<file path="src/rtl/flash_access_arbiter_if.sv">
// Requester-side handshake bundle for the flash access arbiter.
// master = requester, slave = arbiter.
interface flash_access_arbiter_if #(
  parameter int unsigned ADDR_W = 24,
  parameter int unsigned DATA_W = 32
);
  logic              req;
  logic              we;
  logic [ADDR_W-1:0] addr;
  logic [DATA_W-1:0] wdata;
  logic              ack;
  logic              err;

  modport master (output req, we, addr, wdata, input ack, err);
  modport slave  (input req, we, addr, wdata, output ack, err);
endinterface

</file>
<file path="src/rtl/flash_access_arbiter.sv">
// Round-robin arbiter sharing one external flash port between two requesters,
// with a ready-wait timeout and registered per-requester ack/err pulses.
module flash_access_arbiter #(
  parameter int unsigned ADDR_W  = 24,
  parameter int unsigned DATA_W  = 32,
  parameter int unsigned TIMEOUT = 255
) (
  input  logic                  clk,
  input  logic                  rst_n,
  flash_access_arbiter_if.slave m0,
  flash_access_arbiter_if.slave m1,
  output logic [DATA_W-1:0]     rdata,
  output logic                  busy,
  output logic                  owner,
  output logic [ADDR_W-1:0]     flash_addr,
  output logic [DATA_W-1:0]     flash_wdata,
  output logic                  flash_we,
  output logic                  flash_oe,
  output logic                  flash_ce,
  input  logic [DATA_W-1:0]     flash_rdata,
  input  logic                  flash_ready
);

  localparam int unsigned CNT_W = $clog2(TIMEOUT + 1);

  typedef enum logic [1:0] {IDLE, SETUP, ACCESS, RECOVER} state_t;

  state_t           state;
  state_t           next_state;
  logic             last_owner;
  logic             lat_we;
  logic [CNT_W-1:0] cnt;

  logic any_req;
  logic grant_m1;
  logic done_ok;
  logic done_to;

  logic ce_d, we_d, oe_d, busy_d;
  logic m0_ack_d, m0_err_d, m1_ack_d, m1_err_d;
  logic m0_ack_q, m0_err_q, m1_ack_q, m1_err_q;

  // m1 wins a tie only when m0 was served last
  assign any_req  = m0.req | m1.req;
  assign grant_m1 = m1.req & (~m0.req | ~last_owner);
  assign done_ok  = (state == ACCESS) & flash_ready;
  assign done_to  = (state == ACCESS) & ~flash_ready & (cnt == CNT_W'(TIMEOUT - 1));

  assign m0.ack = m0_ack_q;
  assign m0.err = m0_err_q;
  assign m1.ack = m1_ack_q;
  assign m1.err = m1_err_q;

  // State register
  always_ff @(posedge clk) begin
    if (!rst_n) state <= IDLE;
    else        state <= next_state;
  end

  // Next-state logic
  always_comb begin
    next_state = state;
    case (state)
      IDLE:    if (any_req) next_state = SETUP;
      SETUP:   next_state = ACCESS;
      ACCESS:  if (done_ok || done_to) next_state = RECOVER;
      RECOVER: next_state = IDLE;
      default: next_state = IDLE;
    endcase
  end

  // Output decode from the upcoming state, so registered outputs align with it
  always_comb begin
    ce_d     = 1'b0;
    we_d     = 1'b0;
    oe_d     = 1'b0;
    busy_d   = 1'b0;
    m0_ack_d = 1'b0;
    m0_err_d = 1'b0;
    m1_ack_d = 1'b0;
    m1_err_d = 1'b0;
    busy_d   = (next_state != IDLE);
    ce_d     = (next_state == SETUP) || (next_state == ACCESS);
    we_d     = (next_state == ACCESS) &  lat_we;
    oe_d     = (next_state == ACCESS) & ~lat_we;
    m0_ack_d = done_ok & ~owner;
    m1_ack_d = done_ok &  owner;
    m0_err_d = done_to & ~owner;
    m1_err_d = done_to &  owner;
  end

  // Output registers
  always_ff @(posedge clk) begin
    if (!rst_n) begin
      flash_ce <= 1'b0;
      flash_we <= 1'b0;
      flash_oe <= 1'b0;
      busy     <= 1'b0;
      m0_ack_q <= 1'b0;
      m0_err_q <= 1'b0;
      m1_ack_q <= 1'b0;
      m1_err_q <= 1'b0;
    end else begin
      flash_ce <= ce_d;
      flash_we <= we_d;
      flash_oe <= oe_d;
      busy     <= busy_d;
      m0_ack_q <= m0_ack_d;
      m0_err_q <= m0_err_d;
      m1_ack_q <= m1_ack_d;
      m1_err_q <= m1_err_d;
    end
  end

  // Transaction latch, timeout counter and read-data capture
  always_ff @(posedge clk) begin
    if (!rst_n) begin
      owner       <= 1'b0;
      last_owner  <= 1'b1;
      lat_we      <= 1'b0;
      flash_addr  <= '0;
      flash_wdata <= '0;
      cnt         <= '0;
      rdata       <= '0;
    end else begin
      if (state == IDLE && any_req) begin
        owner       <= grant_m1;
        lat_we      <= grant_m1 ? m1.we    : m0.we;
        flash_addr  <= grant_m1 ? m1.addr  : m0.addr;
        flash_wdata <= grant_m1 ? m1.wdata : m0.wdata;
      end
      if (state == SETUP) cnt <= '0;
      else if (state == ACCESS && cnt != {CNT_W{1'b1}}) cnt <= cnt + CNT_W'(1);
      if (done_ok && !lat_we) rdata <= flash_rdata;
      if (state == RECOVER) last_owner <= owner;
    end
  end

endmodule

</file>
<file path="src/flat_wrapper.sv">
// flat-port wrapper written by rule: the top's interface ports become plain ports
module flash_access_arbiter_flat 
#(
  parameter int unsigned ADDR_W  = 24,
  parameter int unsigned DATA_W  = 32,
  parameter int unsigned TIMEOUT = 255
)
  (clk, rst_n, rdata, busy, owner, flash_addr, flash_wdata, flash_we, flash_oe, flash_ce, flash_rdata, flash_ready, m0_req, m0_we, m0_addr, m0_wdata, m0_ack, m0_err, m1_req, m1_we, m1_addr, m1_wdata, m1_ack, m1_err);
  flash_access_arbiter_if #(.ADDR_W(ADDR_W), .DATA_W(DATA_W)) m0_i ();
  flash_access_arbiter_if #(.ADDR_W(ADDR_W), .DATA_W(DATA_W)) m1_i ();
  input  logic clk;
  input  logic rst_n;
  output logic [DATA_W-1:0] rdata;
  output logic busy;
  output logic owner;
  output logic [ADDR_W-1:0] flash_addr;
  output logic [DATA_W-1:0] flash_wdata;
  output logic flash_we;
  output logic flash_oe;
  output logic flash_ce;
  input  logic [DATA_W-1:0] flash_rdata;
  input  logic flash_ready;
  input wire logic [$bits(m0_i.req)-1:0] m0_req;
  input wire logic [$bits(m0_i.we)-1:0] m0_we;
  input wire logic [$bits(m0_i.addr)-1:0] m0_addr;
  input wire logic [$bits(m0_i.wdata)-1:0] m0_wdata;
  output wire logic [$bits(m0_i.ack)-1:0] m0_ack;
  output wire logic [$bits(m0_i.err)-1:0] m0_err;
  input wire logic [$bits(m1_i.req)-1:0] m1_req;
  input wire logic [$bits(m1_i.we)-1:0] m1_we;
  input wire logic [$bits(m1_i.addr)-1:0] m1_addr;
  input wire logic [$bits(m1_i.wdata)-1:0] m1_wdata;
  output wire logic [$bits(m1_i.ack)-1:0] m1_ack;
  output wire logic [$bits(m1_i.err)-1:0] m1_err;
  assign m0_i.req = m0_req;
  assign m0_i.we = m0_we;
  assign m0_i.addr = m0_addr;
  assign m0_i.wdata = m0_wdata;
  assign m0_ack = m0_i.ack;
  assign m0_err = m0_i.err;
  assign m1_i.req = m1_req;
  assign m1_i.we = m1_we;
  assign m1_i.addr = m1_addr;
  assign m1_i.wdata = m1_wdata;
  assign m1_ack = m1_i.ack;
  assign m1_err = m1_i.err;
  flash_access_arbiter #(.ADDR_W(ADDR_W), .DATA_W(DATA_W), .TIMEOUT(TIMEOUT)) u_core (.clk(clk), .rst_n(rst_n), .m0(m0_i), .m1(m1_i), .rdata(rdata), .busy(busy), .owner(owner), .flash_addr(flash_addr), .flash_wdata(flash_wdata), .flash_we(flash_we), .flash_oe(flash_oe), .flash_ce(flash_ce), .flash_rdata(flash_rdata), .flash_ready(flash_ready));
endmodule
</file>
<file path="config.mk">
export PLATFORM = sky130hd
export DESIGN_NAME = flash_access_arbiter_flat
export DESIGN_NICKNAME = d
export VERILOG_FILES = /design/src/rtl/flash_access_arbiter_if.sv /design/src/rtl/flash_access_arbiter.sv /design/src/flat_wrapper.sv
export SDC_FILE = /design/constraint.sdc
export NUM_CORES = 1
export LEC_CHECK = 0
export ABC_AREA = 1
export BUFFER_PORTS_ARGS = -buffer_cell sky130_fd_sc_hd__buf_2
export CAP_MARGIN = 40
export CORE_UTILIZATION = 30
export CTS_BUF_LIST = sky130_fd_sc_hd__clkbuf_4 sky130_fd_sc_hd__clkbuf_8
export DETAILED_ROUTE_END_ITERATION = 8
export SYNTH_ARGS = -nofsm -noshare
export SYNTH_HDL_FRONTEND = slang
export SYNTH_SLANG_ARGS = --single-unit
</file>
<file path="constraint.sdc">
create_clock -name clk -period 2 [get_ports clk]
set_input_delay 0.4 -clock clk [delete_from_list [all_inputs] [get_ports clk]]
set_output_delay 0.4 -clock clk [all_outputs]
set_load 0.03 [all_outputs]
</file>
==> metrics.csv <==
metric;value;unit
outcome;finished, final reports clean;
Die Ht;123;um
Finish-stage setup viols;0;
Max Cap Viol;0;
critical path data arrival time;2010;ps
Gate power share;0.416;
post-synthesis compound-gate area fraction;0.192;
nets;967;
r2r endpoint;u_core.flash_ce$_SDFF_PN0_;
worst hold path class;input port to register;
Final WS setup;303;ps
Placer Congestion;0.757;
overall die width;123;um
pins over their slew limit;0;
syn_area_per_cell;7.61;um^2
initial antenna violation count;2;
P_sw;3130;uW
number of global-route vias before repair;4162;
hold slack;246;ps
postcts setup bufs;0;
hold path endpoint;u_core.rdata[6]$_SDFFE_PN0P_;
DRC violations left;0;
die area;15200;um^2
Core ar.;14100;um^2
initial DRC count;141;
post-synthesis simple-gate area fraction;0.218;
sequential area share after synthesis;0.494;
Yosys reg bits;109;
Async SR Flop Fraction;0;
Synth top area share;0.494;
Critical Path Start;u_core.state[0]$_SDFF_PN0_;
min-delay src;flash_rdata[6];
Synth Area in XOR/XNOR;0.00397;
Synth Cell Area;4420;um^2
area added between synthesis and finish;34.9;%
GRT Total Usage;0.165;
layout cells sized above 1;0.347;
Yosys cell types;24;
syn_nets;740;
largest net degree at the start of global routing;74;
Setup crit start kind;register;
Internal;4190;uW
synth warn;0;
Reg power frac;0.408;
row count;43;
Max Clk Rate;589;MHz
Post-synth top cells;139 x nand2_1, 109 x dfxtp_1, 85 x nor2_1;
CTS H-tree lvls;3;
Sink Count;109;
# fillers;1525;
IR drop worst, VDD;0.496;mV
R2R setup slack;300;ps
Worst Max-Slew Pin Slew;524;ps
Num CTS Buffers;9;
clk_skew;14.4;ps
first-pass GRT wire length;19.5;mm
Hold Path Stages;3;
Starting Density;0.313;
Clock Path Buffers;2;
area leader, netlist;dfxtp_1;
clk root buf;clkbuf_8;
DP Wirelength;8.97;mm
critical path class;register to register;
PortBufs;247;
drt via density;4.57;
power per standard cell area;1230;nW/um^2
Cells after Synth;580;
via count;4532;
Synth area leaders;dfxtp_1 49%, nand2_1 12%, o21ai_0 9.0%;
Post-synth EDFFs;0;
Clock Pin Slew Worst Setup and Hold Paths;100;ps
final wirelength;12.7;mm
r2r startpoint;u_core.state[0]$_SDFF_PN0_;
Placement Setup Slack;241;ps
ANT nets after route;0;
Tcrit/Tclk final;0.849;
GRT overflow;0;
Pre-antenna DRT Iters;5;
final hold viol count;0;
fin crit period;1700;ps
Leak Pwr;0.00302;uW
# IOs;248;
TritonCTS clock tree;yes;
Synth Flop Type;dfxtp_1;
WP data required;2310;ps
Adder-Cell Fraction of Synth Area;0.0255;
insertion delay to the later sink of the worst-skew pair;370;ps
Slew headroom;0.650;
mux share of post-synthesis cell area;0;
most frequent cell after synthesis;nand2_1;
wire length per cell;12.8;um
Setup crit end kind;register;
main combinational cell family by area after synthesis;simple AND/OR/NAND/NOR gates;
Critical Path Fanout Max;7;
post-route setup TNS;0;ps
R2R depth;9;
Clock Power Share;0.176;
switching part of the total;0.428;
RSZ-0062 raised after global routing;false;
==> logic make-up (layout without fill, tap and decap cells) <==
| kind of cell | count (synthesis) | after routing |
|---|---|---|
| AOI/OAI and AO/OA | 155 | 155 |
| other | 0 | 2 |
| xor gates and xnor gates | 2 | 2 |
| and+or+nand+nor | 244 | 244 |
| buffers and inverters | 61 | 290 |
| adders and majority gates | 9 | 9 |
| DFF | 109 | 109 |
==> timing repair <==
item / in CTS / in global routing
setup endpoints to repair: 0 / 2
hold buffers: 0 / 0
hold endpoints to repair: 0 / 0
resized for setup: 0 / 1
==> flip-flops by register name, summed over array words and instances, names as in the netlist <==
signal,flops
u_core.last_owner,1
u_core.flash_we,1
u_core.lat_we,1
u_core.m1.err,1
u_core.m1.ack,1
u_core.owner,1
u_core.flash_ce,1
u_core.flash_addr,24
u_core.busy,1
u_core.m0.ack,1
u_core.m0.err,1
u_core.cnt,8
u_core.rdata,32
u_core.flash_oe,1
u_core.state,2
u_core.flash_wdata,32
==> layout by cell type, fill, tap and decap left out, drive strengths merged, types with 2 or more instances in the layout <==
master / instances
a31oi: 57
ha: 9
nand4: 3
o21ai: 93
inv: 21
clkinv: 3
buf: 256
diode: 2
nor2: 89
nand3: 8
dfxtp: 109
a21oi: 5
nand2: 142
clkbuf: 9
nor3: 2
==> per-stage QoR <==
step                total power (uW)  cells   util  instance area [um^2]
finish                          7320    991  0.422                  5950
floorplan                       5170    580      -                  4420
global placement                6100    976  0.409                  5770
CTS                             7400    989  0.422                  5950
global route                    7840    991  0.422                  5950
detailed placement              6100    976  0.409                  5770
==> worst max-delay path: stages (launching register included) <==
cell,delay (ps)
dfxtp_1,340
inv_1,140
ha_2,280
inv_1,50
nor2_1,130
nand4_1,140
nand2_1,90
nand2_1,90
ha_1,300
nor2_1,90
==> routing by layer <==
metal / vias up / GRT usage / share of wire
li1: 2375 / - / -
met1: 1966 / 0.195 / 0.43
met2: 171 / 0.266 / 0.46
met3: 20 / 0.0632 / 0.089
met4: 0 / 0.0708 / 0.021
met5: - / 0 / 0
==> how the worst max path moves through the flow <==
stage,endpoint,depth (start not counted)
5_1_grt,u_core.flash_oe$_SDFF_PN0_,10
2_1_floorplan,u_core.flash_ce$_SDFF_PN0_,9
6_report,u_core.flash_ce$_SDFF_PN0_,9
3_5_place_dp,u_core.flash_ce$_SDFF_PN0_,9
3_3_place_gp,u_core.flash_ce$_SDFF_PN0_,9
4_1_cts,u_core.flash_ce$_SDFF_PN0_,9
==> power groups by stage <==
stage	registers, uW	clock network [uW]	logic (uW)
final	2990	1290	3050
after global routing	3060	1430	3360
after CTS	2990	1340	3070
after detailed placement	3020	0	3080
after global placement	3020	0	3080
after floorplan	4020	0	1150
==> cell type report <==
type	instances	area, um^2	area share
Clock inverter	4	52.6	0.00883
Antenna cell	2	5.00	0.000841
Multi-Input combinational cell	410	1950	0.327
Timing Repair Buffer	256	1340	0.225
Inverter	21	78.8	0.0132
Tap cell	180	225	0.0378
Sequential cell	109	2180	0.366
Clock buffer	9	124	0.0208
Power figures use the tool's default switching activity.
